File: src/rtl/mem_req_bridge_pkg.sv
// Shared definitions for the CPU-to-memory request bridge.
//   - Default bus widths (64-word memory, 32-bit data).
//   - FSM state encoding shared with the CPU and memory-side bus logic.
package mem_req_bridge_pkg;

  localparam int unsigned DefaultAddrWidth = 6;
  localparam int unsigned DefaultDataWidth = 32;
  localparam int unsigned DefaultDepth     = 4;
  localparam int unsigned DefaultTimeout   = 16;

  typedef enum logic [1:0] {
    StIdle = 2'd0,
    StBusy = 2'd1,
    StResp = 2'd2
  } state_e;

endpackage

File: src/rtl/mem_req_bridge_req_fifo.sv
// Synchronous request FIFO for the bridge.
// Ports:
//   clk, reset      - rising-edge clock, async active-high reset
//   push, wr_data   - write entry at tail (ignored when full)
//   pop, rd_data    - head entry is visible on rd_data; pop advances it (ignored when empty)
//   full, empty     - status decoded from registered count
//   count           - occupancy, 0..DEPTH
module mem_req_bridge_req_fifo #(
  parameter int unsigned WIDTH = 39,
  parameter int unsigned DEPTH = 4
) (
  input  logic                     clk,
  input  logic                     reset,
  input  logic                     push,
  input  logic [WIDTH-1:0]         wr_data,
  input  logic                     pop,
  output logic [WIDTH-1:0]         rd_data,
  output logic                     full,
  output logic                     empty,
  output logic [$clog2(DEPTH):0]   count
);

  localparam int unsigned PtrW = $clog2(DEPTH);
  localparam int unsigned CntW = PtrW + 1;

  logic [WIDTH-1:0] mem_q [DEPTH];
  logic [PtrW-1:0]  wr_ptr_q, rd_ptr_q;
  logic [CntW-1:0]  count_q;
  logic             push_en, pop_en;

  assign full    = (count_q == CntW'(DEPTH));
  assign empty   = (count_q == '0);
  assign count   = count_q;
  assign rd_data = mem_q[rd_ptr_q];

  // Push depends only on the registered full flag, so a full FIFO refuses
  // a push even in a cycle where it is also being popped.
  assign push_en = push && !full;
  assign pop_en  = pop && !empty;

  always_ff @(posedge clk or posedge reset) begin
    if (reset) begin
      for (int i = 0; i < DEPTH; i++) mem_q[i] <= '0;
      wr_ptr_q <= '0;
      rd_ptr_q <= '0;
      count_q  <= '0;
    end else begin
      if (push_en) begin
        mem_q[wr_ptr_q] <= wr_data;
        wr_ptr_q        <= wr_ptr_q + PtrW'(1);
      end
      if (pop_en) rd_ptr_q <= rd_ptr_q + PtrW'(1);
      case ({push_en, pop_en})
        2'b10:   count_q <= count_q + CntW'(1);
        2'b01:   count_q <= count_q - CntW'(1);
        default: count_q <= count_q;
      endcase
    end
  end

endmodule

File: src/rtl/mem_req_bridge.sv
// Request-buffering bridge between the CPU and memory. Queues CPU requests,
// issues one at a time to memory, returns a one-cycle response, and converts
// a missing memory acknowledge into an error response after TIMEOUT cycles.
// Ports:
//   clk, reset                         - clock, async active-high reset
//   cpu_req_valid/ready, cpu_we,
//   cpu_addr, cpu_wdata                - CPU request channel
//   cpu_rsp_valid, cpu_rdata,
//   cpu_rsp_err                        - CPU response (one-cycle pulse)
//   mem_req_valid, mem_we, mem_addr,
//   mem_wdata                          - memory request, held until ack
//   mem_data_valid, mem_rdata          - memory ack / read data
//   busy                               - work in flight or queued
module mem_req_bridge
  import mem_req_bridge_pkg::*;
#(
  parameter int unsigned ADDR_WIDTH = DefaultAddrWidth,
  parameter int unsigned DATA_WIDTH = DefaultDataWidth,
  parameter int unsigned DEPTH      = DefaultDepth,
  parameter int unsigned TIMEOUT    = DefaultTimeout
) (
  input  logic                  clk,
  input  logic                  reset,
  input  logic                  cpu_req_valid,
  output logic                  cpu_req_ready,
  input  logic                  cpu_we,
  input  logic [ADDR_WIDTH-1:0] cpu_addr,
  input  logic [DATA_WIDTH-1:0] cpu_wdata,
  output logic                  cpu_rsp_valid,
  output logic [DATA_WIDTH-1:0] cpu_rdata,
  output logic                  cpu_rsp_err,
  output logic                  mem_req_valid,
  output logic                  mem_we,
  output logic [ADDR_WIDTH-1:0] mem_addr,
  output logic [DATA_WIDTH-1:0] mem_wdata,
  input  logic                  mem_data_valid,
  input  logic [DATA_WIDTH-1:0] mem_rdata,
  output logic                  busy
);

  localparam int unsigned Width = 1 + ADDR_WIDTH + DATA_WIDTH;
  localparam int unsigned TCntW = $clog2(TIMEOUT);

  state_e                state_q, state_d;
  logic [TCntW-1:0]      cnt_q, cnt_d;
  logic                  hold_we_q, hold_we_d;
  logic [ADDR_WIDTH-1:0] hold_addr_q, hold_addr_d;
  logic [DATA_WIDTH-1:0] hold_wdata_q, hold_wdata_d;
  logic [DATA_WIDTH-1:0] rsp_rdata_q, rsp_rdata_d;
  logic                  rsp_err_q, rsp_err_d;

  logic                  fifo_push, fifo_pop, fifo_full, fifo_empty;
  logic [Width-1:0]      fifo_wr_data, fifo_rd_data;
  logic [$clog2(DEPTH):0] fifo_count;

  assign cpu_req_ready = !fifo_full;
  assign fifo_push     = cpu_req_valid && !fifo_full;
  assign fifo_wr_data  = {cpu_we, cpu_addr, cpu_wdata};

  mem_req_bridge_req_fifo #(
    .WIDTH (Width),
    .DEPTH (DEPTH)
  ) u_req_fifo (
    .clk     (clk),
    .reset   (reset),
    .push    (fifo_push),
    .wr_data (fifo_wr_data),
    .pop     (fifo_pop),
    .rd_data (fifo_rd_data),
    .full    (fifo_full),
    .empty   (fifo_empty),
    .count   (fifo_count)
  );

  always_comb begin
    state_d      = state_q;
    cnt_d        = cnt_q;
    hold_we_d    = hold_we_q;
    hold_addr_d  = hold_addr_q;
    hold_wdata_d = hold_wdata_q;
    rsp_rdata_d  = rsp_rdata_q;
    rsp_err_d    = rsp_err_q;
    fifo_pop     = 1'b0;
    unique case (state_q)
      StIdle: begin
        if (!fifo_empty) begin
          fifo_pop                                = 1'b1;
          {hold_we_d, hold_addr_d, hold_wdata_d}  = fifo_rd_data;
          cnt_d                                   = '0;
          state_d                                 = StBusy;
        end
      end
      StBusy: begin
        // An ack in the final timeout cycle still wins over the error.
        if (mem_data_valid) begin
          rsp_rdata_d = hold_we_q ? '0 : mem_rdata;
          rsp_err_d   = 1'b0;
          state_d     = StResp;
        end else if (cnt_q == TCntW'(TIMEOUT - 1)) begin
          rsp_rdata_d = '0;
          rsp_err_d   = 1'b1;
          state_d     = StResp;
        end else begin
          cnt_d = cnt_q + TCntW'(1);
        end
      end
      StResp:  state_d = StIdle;
      default: state_d = StIdle;
    endcase
  end

  always_ff @(posedge clk or posedge reset) begin
    if (reset) begin
      state_q      <= StIdle;
      cnt_q        <= '0;
      hold_we_q    <= 1'b0;
      hold_addr_q  <= '0;
      hold_wdata_q <= '0;
      rsp_rdata_q  <= '0;
      rsp_err_q    <= 1'b0;
    end else begin
      state_q      <= state_d;
      cnt_q        <= cnt_d;
      hold_we_q    <= hold_we_d;
      hold_addr_q  <= hold_addr_d;
      hold_wdata_q <= hold_wdata_d;
      rsp_rdata_q  <= rsp_rdata_d;
      rsp_err_q    <= rsp_err_d;
    end
  end

  assign mem_req_valid = (state_q == StBusy);
  assign mem_we        = hold_we_q;
  assign mem_addr      = hold_addr_q;
  assign mem_wdata     = hold_wdata_q;
  assign cpu_rsp_valid = (state_q == StResp);
  assign cpu_rdata     = rsp_rdata_q;
  assign cpu_rsp_err   = rsp_err_q;
  assign busy          = (state_q != StIdle) || (fifo_count != '0);

endmodule

File: config.mk
export PLATFORM = sky130hd
export DESIGN_NAME = mem_req_bridge
export DESIGN_NICKNAME = d
export VERILOG_FILES = /design/src/rtl/mem_req_bridge_pkg.sv /design/src/rtl/mem_req_bridge_req_fifo.sv /design/src/rtl/mem_req_bridge.sv
export SDC_FILE = /design/constraint.sdc
export NUM_CORES = 1
export LEC_CHECK = 0
export BUFFER_PORTS_ARGS = -buffer_cell sky130_fd_sc_hd__buf_2
export CAP_MARGIN = 20
export CORE_MARGIN = 2
export CORE_UTILIZATION = 50
export CTS_CLUSTER_SIZE = 12
export DETAILED_ROUTE_END_ITERATION = 8
export PLACE_DENSITY = 0.7
export SYNTH_ARGS = -nofsm -noshare
export SYNTH_HDL_FRONTEND = slang
export SYNTH_HIERARCHICAL = 1
export SYNTH_SLANG_ARGS = --single-unit
export TNS_END_PERCENT = 50
File: constraint.sdc
create_clock -name clk -period 7.4 [get_ports clk]
set_input_delay 1.11 -clock clk [delete_from_list [all_inputs] [get_ports clk]]
set_output_delay 1.11 -clock clk [all_outputs]
set_load 0.01 [all_outputs]
==> flow_summary.yaml <==
critical_path:
  crit_arrival_ns: 3.79
  critical_path_class: "reg2reg"
  cp_common_cell: "xor2_1"
  critPathRequiredTime_ns: 7.84
  endpoint_kind: "flop"
  cpMaxStageDelayCell: "or3_2"
  r2r_slack_ns: 4.05
  cp-start-kind: "flop"
  slowest_delay_ns: 0.87
  cp_max_fo: 42
  cpLargestDelayFamily: "simple AND/OR/NAND/NOR gates"
  cp.buffers_inverters: 2
  reg2reg_depth: 10
  path_cells: "nor3_1 -> or3_2 -> inv_8 -> o31a_1 -> ha_1 -> inv_1 -> fa_1 -> xor2_1 -> nor2_1 -> xor2_1"
  timing.rr.end: "u_req_fifo/count[2]"
  timing.rr.start: "u_req_fifo/count[0]"
clocking:
  cts_setup_buffers: 0
  holdBufCountCts: 0
  cts_root_buffer: "clkbuf_16"
  cts-resized-gates: 0
  clkSlewWorstSetupHoldPaths_ns: 0.06
  numCtsBuffers: 26
  tritoncts: "done"
  worstSkewPairLatency_ns: 0.53
  clk_path_buf_depth: 3
  cts_num_sinks: 241
  h-tree-depth: 1
die:
  die_area_um2: 21500
  die_y_um: 147
  die_x_um: 147
  start_util_pct: 50.7
  ios: 151
  rows: 52
  coreArea_um2: 20100
synthesis:
  syn_nets: 778
  synthCells: 696
  yosysWarnings: 6
  yosysUniqueCellTypes: 40
  ys_seq_elements: 241
  avgSynthCellArea_um2: 14.6
  synth_area_um2: 10200
  ys_seq_area_share_pct: 59.2
place:
  dpl.hpwl_um: 13600
  io_buffers: 150
  pre_cts_slack_ns: 4.04
  gp_congestion: 0.794
drt:
  vias: 6159
  drtIter0Drc: 278
  wl_per_cell_um: 19.3
  dr.pass1.iters: 4
  routed_wl_um: 21900
  vias_per_cell: 5.44
  final_antenna_net_count: 0
  drc_errors: 0
grt:
  use_met3_pct: 3.35
  grt_util_all_layers_pct: 21.1
  antenna_found_initial: 1
  grt_max_degree: 85
  grt_first_pass_wirelength_um: 36400
  grt_overflow: 0
  grtUsageMet1_pct: 28.1
  top_usage_layer: "met2"
  grtUsageMet2_pct: 37.0
  grt_pass1_vias: 6887
sta:
  hold_viol_final: 0
  timing.slew.headroom_pct: 31.8
  skew_ns: 0.0125
  fmax_mhz: 298
  setup_viol_count_final: 0
  report.final.slew_viol_count: 0
  tightest_slew_ns: 1.02
  finalSetupTns_ns: 0
  finalCriticalPeriod_ns: 3.35
  fin_crit_sh_pct: 45.3
  setup_slack_ns: 4.05
  rsz0062_at_grt: "no"
worst_hold_path:
  holdPathEnd: "mem_addr[1]"
  min_from: "mem_addr[1]"
  hold_class: "reg2reg"
  whs_path_depth: 2
cells_and_area:
  drive_gt1_share_pct: 47.3
  utilization_pct: 59.5
  area_delta_synth_final_pct: 17.4
  nets: 926
flow_run:
  maxCapViolCount: 0
pwr:
  p_per_area_nw_per_um2: 478
  leakage_uw: 0.00558
  peakVddDrop_mv: 0.284
run_status:
  status: "finished, final reports clean"
==> cells in the mapped netlist (all sizes together) <==
master	count	area, µm²
mux2	157	1770
a22o	32	280
mux4	39	878
clkbuf	3	11.3
nand2	125	469
mux2i	2	20.0
o31a	1	8.76
nor3	2	10.0
and2b	1	7.51
ha	6	75.1
dfrtp	241	6030
o2bb2ai	1	8.76
a31o	1	8.76
or3	1	6.26
inv	13	56.3
nor2b	1	6.26
a21oi	1	5.00
fa	1	20.0
nand2b	2	20.0
a41oi	1	8.76
xnor2	3	26.3
nand4	1	6.26
o211ai	2	15.0
nor3b	2	37.5
nor4b	1	8.76
o21ai	2	13.8
xor2	3	26.3
nor2	8	30.0
nand3	4	20.0
buf	38	302
a31oi	1	6.26
==> cell usage in the layout, fill, tap and decap left out, types with 5 or more instances in the layout <==
cell,n
clkbuf_8,5
a22o_1,32
mux2_2,156
dfrtp_1,239
nand2_1,125
buf_4,6
ha_1,6
clkbuf_1,10
mux4_2,39
buf_2,150
clkbuf_16,26
inv_1,9
==> stage by stage <==
stage / std cells / area [µm²] / hold WS, ns / total power (µW)
3_5_place_dp: 1081 / 11100 / 0.459 / 4540
3_3_place_gp: 1081 / 11100 / 0.458 / 4400
6_report: 1132 / 12000 / 0.468 / 5730
2_1_floorplan: 696 / 10200 / 0.453 / 3980
4_1_cts: 1126 / 11800 / 0.473 / 5780
5_1_grt: 1131 / 12000 / 0.488 / 6110
==> cell families after synthesis <==
kind of cell    synth area share, %
xor+xnor                      0.516
mux                            26.2
compound gates                 3.49
buf+inv                        3.62
fa+ha+maj                     0.933
simple gates                   6.10
flops                          59.2
==> worst max-delay path by stage <==
stage / endpoint / slack, ns / start / cells after the start
after floorplan: u_req_fifo/count[0] / 1.89 / reset / 1
after global placement: u_req_fifo/mem_q[130] / 4.19 / cpu_req_valid / 6
after detailed placement: u_req_fifo/count[2] / 4.04 / u_req_fifo/count[0] / 10
after CTS: u_req_fifo/count[2] / 4.03 / u_req_fifo/count[0] / 10
after global routing: u_req_fifo/count[2] / 3.85 / u_req_fifo/count[0] / 10
final: u_req_fifo/count[2] / 4.05 / u_req_fifo/count[0] / 10
==> layer usage <==
| layer | routed length [µm] | vias up |
|---|---|---|
| met2 | 11000 | 165 |
| met4 | 426 | 2 |
| met5 | 12 | - |
| met3 | 1020 | 36 |
| li1 | - | 2769 |
| met1 | 9450 | 3187 |
==> where the power goes <==
part,switching (µW),leakage [µW],internal [µW]
Clock,501,0.000389,700
Sequential,435,0.00292,1980
Combinational,945,0.00227,1170
Total,1880,0.00558,3850
==> worst reg2reg max path: cells and delay by family, from the launching register on <==
kind	cells	cell delay, ns
compound gates	1	0.29
xor+xnor	2	0.33
fa+ha+maj	2	0.57
buf+inv	2	0.50
flops	1	0.49
simple gates	3	1.09
==> flip-flops by register name, summed over array words and instances (netlist names) <==
signal               flops
u_req_fifo/count         3
cnt_q                    4
u_req_fifo/mem_q       156
mem_addr                 6
state_q                  2
u_req_fifo/rd_ptr_q      2
u_req_fifo/wr_ptr_q      2
cpu_rdata               32
mem_wdata               32
mem_we                   1
cpu_rsp_err              1
==> final cells by class <==
cell class,instances,area (µm²)
fillers,1559,8140
flip-flops and latches,241,6040
multi-input cells,401,3820
repair buffers,161,913
clock buffers,41,757
well taps,270,338
inverters,13,62.6
clock inverters,4,37.5
diodes,1,2.50
(Power assumes the default switching activity.)
